--- src/rtl/multilane_serializer.sv ---
// Multi-lane parallel-to-serial converter. Each lane has a shift register, and all lanes share one word buffer.
// Words are framed on a common bit clock. When no data is available, IDLE_WORD is sent as fill.
module multilane_serializer #(
    parameter int unsigned      WIDTH     = 16,
    parameter int unsigned      LANES     = 1,
    parameter int unsigned      DIV       = 1,
    parameter bit               MSB_FIRST = 1'b1,
    parameter logic [WIDTH-1:0] IDLE_WORD = '0
) (
    input  logic                   clk,
    input  logic                   reset,
    input  logic [WIDTH*LANES-1:0] data_i,
    input  logic                   valid_i,
    output logic                   ready_o,
    output logic [LANES-1:0]       data_o,
    output logic                   frame_o,
    output logic                   idle_o
);

    localparam int unsigned     PW       = (DIV > 1) ? $clog2(DIV) : 1;
    localparam int unsigned     BW       = $clog2(WIDTH);
    localparam int unsigned     TW       = WIDTH * LANES;
    localparam int unsigned     OUT_BIT  = MSB_FIRST ? WIDTH - 1 : 0;
    localparam logic [PW-1:0]   PRE_LAST = PW'(DIV - 1);
    localparam logic [BW-1:0]   BIT_LAST = BW'(WIDTH - 1);
    localparam logic [TW-1:0]   IDLE_ALL = {LANES{IDLE_WORD}};

    logic [PW-1:0] presc_q, presc_d;
    logic [BW-1:0] bitcnt_q, bitcnt_d;
    logic          buf_full_q, buf_full_d;
    logic [TW-1:0] buf_q, buf_d;
    logic [TW-1:0] shreg_q, shreg_d;
    logic          idle_q, idle_d;

    logic bit_edge;
    logic load_edge;
    logic hs;

    assign bit_edge  = (presc_q == PRE_LAST);
    assign load_edge = bit_edge && (bitcnt_q == BIT_LAST);
    assign ready_o   = !buf_full_q || load_edge;
    assign hs        = valid_i && ready_o;

    // The bit counter holds 0 exactly for the DIV cycles after a load edge.
    // Reset parks the counter at WIDTH-1, so frame_o stays low until the first load.
    assign frame_o = (bitcnt_q == '0);
    assign idle_o  = idle_q;

    always_comb begin
        data_o = '0;
        for (int unsigned l = 0; l < LANES; l++) begin
            data_o[l] = shreg_q[l*WIDTH + OUT_BIT];
        end
    end

    always_comb begin
        presc_d    = bit_edge ? '0 : presc_q + 1'b1;
        bitcnt_d   = bitcnt_q;
        buf_full_d = buf_full_q;
        buf_d      = buf_q;
        shreg_d    = shreg_q;
        idle_d     = idle_q;

        if (bit_edge) begin
            bitcnt_d = load_edge ? '0 : bitcnt_q + 1'b1;
        end

        if (load_edge) begin
            if (buf_full_q) begin
                shreg_d    = buf_q;
                idle_d     = 1'b0;
                buf_full_d = hs;
                if (hs) begin
                    buf_d = data_i;
                end
            end else if (hs) begin
                shreg_d = data_i;
                idle_d  = 1'b0;
            end else begin
                shreg_d = IDLE_ALL;
                idle_d  = 1'b1;
            end
        end else begin
            if (bit_edge) begin
                for (int unsigned l = 0; l < LANES; l++) begin
                    if (MSB_FIRST) begin
                        shreg_d[l*WIDTH +: WIDTH] = {shreg_q[l*WIDTH +: WIDTH-1], 1'b0};
                    end else begin
                        shreg_d[l*WIDTH +: WIDTH] = {1'b0, shreg_q[l*WIDTH+1 +: WIDTH-1]};
                    end
                end
            end
            // On a non-load edge a handshake can only occur while the buffer is empty.
            if (hs) begin
                buf_d      = data_i;
                buf_full_d = 1'b1;
            end
        end
    end

    always_ff @(posedge clk or posedge reset) begin
        if (reset) begin
            presc_q    <= PRE_LAST;
            bitcnt_q   <= BIT_LAST;
            buf_full_q <= 1'b0;
            buf_q      <= '0;
            shreg_q    <= IDLE_ALL;
            idle_q     <= 1'b1;
        end else begin
            presc_q    <= presc_d;
            bitcnt_q   <= bitcnt_d;
            buf_full_q <= buf_full_d;
            buf_q      <= buf_d;
            shreg_q    <= shreg_d;
            idle_q     <= idle_d;
        end
    end

endmodule

--- config.mk ---
export PLATFORM = sky130hd
export DESIGN_NAME = multilane_serializer
export DESIGN_NICKNAME = d
export VERILOG_FILES = /design/src/rtl/multilane_serializer.sv
export SDC_FILE = /design/constraint.sdc
export NUM_CORES = 1
export LEC_CHECK = 0
export CORE_MARGIN = 4
export CORE_UTILIZATION = 47
export DETAILED_ROUTE_END_ITERATION = 8
export PLACE_DENSITY = 0.7
export SLEW_MARGIN = 25
export SYNTH_ARGS = -nofsm -noshare
export SYNTH_HDL_FRONTEND = slang
export SYNTH_SLANG_ARGS = --single-unit
--- constraint.sdc ---
create_clock -name clk -period 2.64 [get_ports clk]
set_clock_uncertainty 0.05 [all_clocks]
set_input_delay 0.66 -clock clk [delete_from_list [all_inputs] [get_ports clk]]
set_output_delay 0.66 -clock clk [all_outputs]
set_load 0.1 [all_outputs]
Yosys cells after proc, flatten, opt, wreduce, memory -nomap -nowiden. Index checks and enable logic that the tools add are counted. Widths: inputs -> output; s select.

Input bits: 19. Memory bits (writable): 0. Register bits: 39. Output and inout port bits: 4. Memories kept: 0. Bits in read-only memories: 0. Bits in latches: 0.

Shift operators: 0. Divide/modulo/power cells: 0. Equal/unequal tests: 3. Bitwise operators: 1. Multiply operators: 0. Add/subtract/negate cells: 2. Multiplexer cells: 14. Reductions and logical operators: 6. $lt $le $gt $ge: 0.

Operators by type and width (number): $mux 16 (7); $mux 1 (6); $add 4x1->4 const B (1); $eq 4x4->1 const B (1); $logic_not 4->1 (1); $mux 4 (1); $logic_and 1x1->1 (2); $ne 2x1->1 const B (1); $ne 2x2->1 const B (1); $reduce_bool 2->1 (1); $add 1x1->1 const B (1); $logic_not 1->1 (1); $logic_or 1x1->1 (1); $not 1->1 (1).

Logic depth before layout (Yosys ltp). Gate-level depths: netlist (run 1).

Depth in word-level cells: 7. Depth in mapped cells: 5. Gate-level depth less buffers: 4.

Worst setup path before layout (run 1). No wires, ideal clock.

Kind: register to output. Start point: register bitcnt_q[0]. End point: output port frame_o. Arrival time: 2.748 ns. Required time: 1.930 ns. Setup slack: -0.818 ns. Path buffers: 0. Stages on the path, launching flop included: 4. Path through: dfstp_2 inv_1 ha_1 nor3b_1.

Cells in the longest elaborated chain, start to end: 1.

Ends and longest elaborated chain: start: declaration (line 29) `logic [BW-1:0] bitcnt_q, bitcnt_d;`; start signal: assignment (line 111) `bitcnt_q <= bitcnt_d;`; $logic_not 4->1 (line 46) `assign frame_o = (bitcnt_q == '0);`; end: declaration (line 16) `output logic frame_o,`.

Every way passes these cells.

Worst setup path in the final report (run 1).
Start point: register bitcnt_q[0]. End point: output port ready_o.

Cells in the longest elaborated chain, start to end: 3.

Ends and longest elaborated chain: $eq 4x4->1 (line 40) `assign load_edge = bit_edge && (bitcnt_q == BIT_LAST);`; $logic_and 1x1->1 (line 40); $logic_or 1x1->1 (line 41) `assign ready_o = !buf_full_q || load_edge;`; end: declaration (line 14) `output logic ready_o,`.

Every way passes these cells.

==> reports/metrics.yaml, run 1 <==
route:
  antenna_left: 0
  routed_wl_mm: 3.13
  drt_iter0_drc: 48
  vias: 1109
  drc: 0
  drtPass1Iterations: 4
  routedWlPerCell_um: 14.7
  routed_via_density: 5.21
worst_setup_path:
  path_class: "reg -> out"
  cp.arrival_ns: 1.63
  cp.required_ns: 1.93
  crit_fanout: 4
  r2r-end: "buf_q[6]$_DFFE_PP0P_"
  rr_startpoint: "bitcnt_q[0]$_DFF_PP1_"
  ff2ff_path_depth: 4
  cp-start-kind: "register"
  timing.critical_path.to_type: "output pin"
  rrSetupSlack_ns: 0.67
final_layout:
  layout_common_cells: "33 x dfrtp_1, 18 x nand2_1, 18 x clkdlybuf4s50_1"
  finalNonFillerCells: 213
  antennaDiodeCount: 0
  drive_above_1_share_pct: 24.0
  area.growth.synth_to_final_pct: 22.7
  fin_nets: 187
  num-fill-cells: 269
  layout.cells.most_common: "dfrtp_1"
sta:
  maxSlewViolCount: 0
  hold_viol: 0
  fin_setup_tns_ns: 0
  rsz0062_at_grt: "false"
  fin_hold_ws_ns: 0.410
  fmax_ghz: 0.427
  slew_headroom_pct: 55.3
  finalSetupViolations: 0
  fin_crit_ns: 2.34
  timing.final.crit_share_pct: 88.8
  tightest_slew_ns: 0.670
logic_synthesis:
  synth_seq_cells: 38
  ys.flop_type: "dfrtp_1"
  yosysUniqueCellTypes: 25
  synth_area_mm2: 0.00169
  syn_nets: 162
  synth_area_leader_cell: "dfrtp_1"
  yosys_warnings: 0
  async_flop_share_pct: 100
  syn_inst: 141
  seq_area_frac_synth_pct: 56.8
  synth_edf_count: 0
  yosys-top-cells-area: "dfrtp_1 49%, mux2_4 9.8%, dfstp_2 7.8%"
  avgSynthCellArea_um2: 12.0
  yosysTopAreaCellShare_pct: 49.0
placement:
  dp_hpwl_mm: 2.01
  dp.cells: 205
  io_buffers: 22
  globalplace.congestion: 0.697
clock_tree:
  path_clk_slew_ns: 0.12
  clock_path_buffers: 2
  cts_htree_levels: 2
  clockRootBuffer: "clkbuf_4"
  holdBufCountCts: 0
  clk_latency_ns: 0.35
  cts.sinks: 38
  cts_tree: "built"
  cts_buffers: 5
  ctsResizeCount: 0
  postCtsSetupBuffers: 0
die:
  core.rowCount: 21
  top_level_ports: 23
  die_w_um: 67.9
  die_h_um: 67.9
  dieArea_mm2: 0.00461
  coreArea_mm2: 0.00339
  initial_utilization_pct: 49.7
grt:
  grt_use_total_pct: 16.0
  grt_antenna_before_repair: 0
  grt_max_degree: 39
  grt-ovfl-total: 0
  grt_pass1_wl_mm: 5.30
  grt_pass1_vias: 1136
power_and_ir_drop:
  ir_worst_vdd_mv: 0.369
  p_leak_nw: 0.964
  clock_power_share_pct: 37.1
  switchingPower_mw: 0.318
  p_seq_share_pct: 49.1
  power_density_mw_per_mm2: 674
  power_frac_comb_pct: 13.8
  p_int_mw: 1.08
  power.total_mw: 1.39
  netSwitchingFraction_pct: 22.8
flow_run:
  maxCapViolations: 0
status:
  outcome: "complete, no violations"
min_path:
  min_path_type: "reg -> reg"
  min_from: "shreg_q[7]$_DFF_PP0_"
  hold_end: "shreg_q[8]$_DFF_PP0_"
  holdPathStages: 2
-- worst max-delay path by stage --
stage | start | to | slack [ns] | cells after the start
after detailed placement | valid_i | buf_q[13]$_DFFE_PP0P_ | 0.27 | 4
after global routing | bitcnt_q[0]$_DFF_PP1_ | ready_o | 0.19 | 4
final | bitcnt_q[0]$_DFF_PP1_ | ready_o | 0.30 | 4
after CTS | bitcnt_q[0]$_DFF_PP1_ | ready_o | 0.26 | 4
after floorplan | bitcnt_q[0]$_DFF_PP1_ | ready_o | 0.11 | 4
after global placement | valid_i | buf_q[10]$_DFFE_PP0P_ | 0.36 | 4
-- critical path, stage by stage (launching register included) --
cell and delay, ns:
dfstp_2 0.57, ha_1 0.22, nand3_1 0.14, nand2_1 0.15, buf_12 0.19
-- logic make-up (layout without fill, tap and decap cells) --
group                      after synthesis  count (layout)  share of synthesized area (%)
AOI/OAI and AO/OA                       35              35                           11.7
xor gates and xnor gates                 1               1                          0.520
adders and majority gates                3               3                           2.08
buffers and inverters                   13              39                           3.93
DFF                                     38              38                           56.8
muxes                                   17              17                           13.8
and+or+nand+nor                         34              34                           11.2
-- power groups by stage --
stage | clock (mW) | combinational, mW | sequential (mW)
after floorplan | 0 | 0.120 | 0.702
after global placement | 0 | 0.187 | 0.694
after detailed placement | 0 | 0.192 | 0.696
after CTS | 0.528 | 0.194 | 0.686
after global routing | 0.552 | 0.211 | 0.693
final | 0.517 | 0.192 | 0.685
-- cell type report --
cell class                      instances  area, um2  area share, %
Clock buffer                            6       51.3           2.48
Multi-Input combinational cell         90        667           32.2
Sequential cell                        38        957           46.3
Clock inverter                          2       60.1           2.90
Tap cell                               46       57.6           2.78
Timing Repair Buffer                   27        260           12.6
Inverter                                4       15.0          0.726
-- registers in the layout, indices dropped and copies added (netlist names) --
name / flops
buf_full_q: 1
idle_o: 1
buf_q: 16
shreg_q: 16
bitcnt_q: 4
-- cells in the mapped netlist (all sizes together), types with 2 or more instances --
cell	n
dfrtp	33
clkbuf	8
a22oi	6
inv	4
dfstp	5
o21ai	16
mux2	17
nand2	18
a21oi	11
ha	2
and3b	9
-- per-layer routing --
layer,global-route usage [%],up-vias,routed length (um)
li1,-,546,-
met1,21.7,541,1530
met2,22.8,17,1410
met3,4.43,5,132
met4,9.68,0,55
met5,0,-,0
-- metrics by stage --
stage          utilization, %  worst slack, ns  area [um2]
2_1_floorplan               -            0.113        1690
3_3_place_gp             57.7            0.357        1960
3_5_place_dp             57.7            0.275        1960
4_1_cts                  61.0            0.264        2070
5_1_grt                  61.0            0.194        2070
6_report                 61.0            0.296        2070
No activity file was read; power rests on OpenSTA's default activity.
==> run 2: changes to the inputs <==
--- a/config.mk
+++ b/config.mk
@@ -5,6 +5,7 @@
 export SDC_FILE = /design/constraint.sdc
 export NUM_CORES = 1
 export LEC_CHECK = 0
+export ABC_CLOCK_PERIOD_IN_PS = 2640
 export CORE_MARGIN = 4
 export CORE_UTILIZATION = 47
 export DETAILED_ROUTE_END_ITERATION = 8
==> constraint.sdc (replaced) <==
create_clock -name clk -period 2.64 [get_ports clk]
set_clock_uncertainty 0.05 [all_clocks]
set_input_delay 0.66 -clock clk [delete_from_list [all_inputs] [get_ports clk]]
set_output_delay 0.66 -clock clk [all_outputs]
set_load 0.005 [all_outputs]
==> run 2 against run 1 <==
Against the previous run:
- via count shrank 2.1%
- register-to-register slack gained 0.07 ns
- global-route usage is essentially flat
- setup slack lost 0.21 ns
- combinational power shrank 12%
- clock power shrank 39%
- critical endpoint unchanged
==> reports/metrics.yaml, run 2 (same netlist as run 1, synthesis figures left out) <==
status:
  outcome: "complete, no violations"
min_path:
  min_path_type: "reg -> reg"
  hold_end: "shreg_q[3]$_DFF_PP0_"
  min_from: "shreg_q[2]$_DFF_PP0_"
  holdPathStages: 2
worst_setup_path:
  timing.critical_path.to_type: "output pin"
  r2r-end: "buf_q[9]$_DFFE_PP0P_"
  path_cells: "ha_4 > nand3_1 > nand2_1 > clkdlybuf4s50_1"
  crit_family: "flip-flops"
  rrSetupSlack_ns: 0.74
  cp.required_ns: 1.93
  rr_startpoint: "bitcnt_q[0]$_DFF_PP1_"
  cp_num_buf_inv: 1
  crit_fanout: 4
  path_class: "reg -> out"
  ff2ff_path_depth: 4
  cp-start-kind: "register"
  cp.arrival_ns: 1.84
  crit_path_max_incr_delay_ns: 0.60
  critPathSlowestCell: "dfstp_2"
final_layout:
  area.growth.synth_to_final_pct: 20.0
  drive_above_1_share_pct: 21.0
  seqCellArea_um2: 957
  antennaDiodeCount: 0
  multi_input_area_um2: 674
  fin_nets: 187
  finish.instance_area_mm2: 0.00202
  layout.cells.most_common: "dfrtp_1"
  layout_common_cells: "33 x dfrtp_1, 22 x clkdlybuf4s50_1, 18 x nand2_1"
  num-fill-cells: 291
  top_regs: "buf_q: 16 flops, shreg_q: 16 flops, bitcnt_q: 4 flops"
sta:
  tightest_slew_ns: 0.459
  fin_setup_tns_ns: 0
  timing.final.crit_share_pct: 96.6
  fmax_ghz: 0.392
  hold_viol: 0
  maxSlewViolCount: 0
  rsz0062_at_grt: "false"
  fin_crit_ns: 2.55
  slew_headroom_pct: 69.4
  finalSetupViolations: 0
clock_tree:
  clock_path_buffers: 2
  clockRootBuffer: "clkbuf_4"
  cts_htree_levels: 2
  clk_latency_ns: 0.34
  cts_tree: "built"
  cts_buffers: 5
  postCtsSetupBuffers: 0
  cts.sinks: 38
  path_clk_slew_ns: 0.11
route:
  drtPass1Iterations: 4
  routed_wl_mm: 3.13
  drt_iter0_drc: 84
  routed_via_density: 5.10
  antenna_left: 0
  routedWlPerCell_um: 14.7
  drc: 0
  vias: 1086
die:
  die_w_um: 67.9
  initial_utilization_pct: 49.7
  top_level_ports: 23
  core.rowCount: 21
  dieArea_mm2: 0.00461
  coreArea_mm2: 0.00339
  die_h_um: 67.9
grt:
  grt_use_total_pct: 16.1
  grt_antenna_before_repair: 0
  grt_pass1_vias: 1135
  grt-ovfl-total: 0
  grt_pass1_wl_mm: 5.36
  grt_max_degree: 39
flow_run:
  maxCapViolations: 0
power_and_ir_drop:
  p_leak_nw: 0.927
  ir_worst_vdd_mv: 0.276
  power.total_mw: 1.17
  power_density_mw_per_mm2: 576
placement:
  globalplace.congestion: 0.759
  post_dp_cell_area_mm2: 0.00195
  dp_hpwl_mm: 2.09
  io_buffers: 22
## run 2: how the worst max path moves through the flow
| stage | start | to | depth (start not counted) |
|---|---|---|---|
| 5_1_grt | bitcnt_q[0]$_DFF_PP1_ | ready_o | 4 |
| 2_1_floorplan | bitcnt_q[0]$_DFF_PP1_ | ready_o | 4 |
| 4_1_cts | bitcnt_q[0]$_DFF_PP1_ | ready_o | 4 |
| 3_3_place_gp | valid_i | buf_q[12]$_DFFE_PP0P_ | 4 |
| 6_report | bitcnt_q[0]$_DFF_PP1_ | ready_o | 4 |
| 3_5_place_dp | valid_i | buf_q[14]$_DFFE_PP0P_ | 4 |
## run 2: tightest hold or removal path: stages (launching register included)
cell and delay [ns]:
dfrtp_1 0.34, nand2_1 0.04, o21ai_0 0.05
## run 2: cell type report
| type | instances | share of cell area (%) |
|---|---|---|
| clock buffer | 7 | 2.72 |
| clock inverter | 1 | 0.248 |
| inverter | 4 | 0.743 |
| multi-input combinational | 90 | 33.4 |
| sequential | 38 | 47.3 |
| tap | 46 | 2.85 |
| timing repair buffer | 27 | 12.7 |
## run 2: power by group
group          switching (mW)  internal, mW  leakage (nW)  total, mW
Sequential             0.0297         0.653         0.439      0.682
Combinational          0.0663         0.103         0.453      0.169
Clock                   0.185         0.129        0.0353      0.314
Total                   0.281         0.884         0.927       1.17
## run 2: repair_timing
item	CTS	global route
hold buffers	0	0
resized for setup	1	1
setup endpoints to repair	1	1
## run 2: routing by layer
layer,vias to the layer above,track usage (%),wire length (um)
met2,20,24.2,1460
met3,5,3.94,132
met4,0,7.44,50
met1,523,21.8,1480
met5,-,0,0
li1,538,-,-
## run 2: stage by stage
step	setup WS, ns	utilization [%]	hold slack (ns)	instances
floorplan	0.695	-	0.376	141
global placement	0.326	57.5	0.384	205
detailed placement	0.283	57.5	0.392	205
CTS	0.0226	59.4	0.416	213
global route	0.00399	59.7	0.429	213
finish	0.0890	59.7	0.413	213
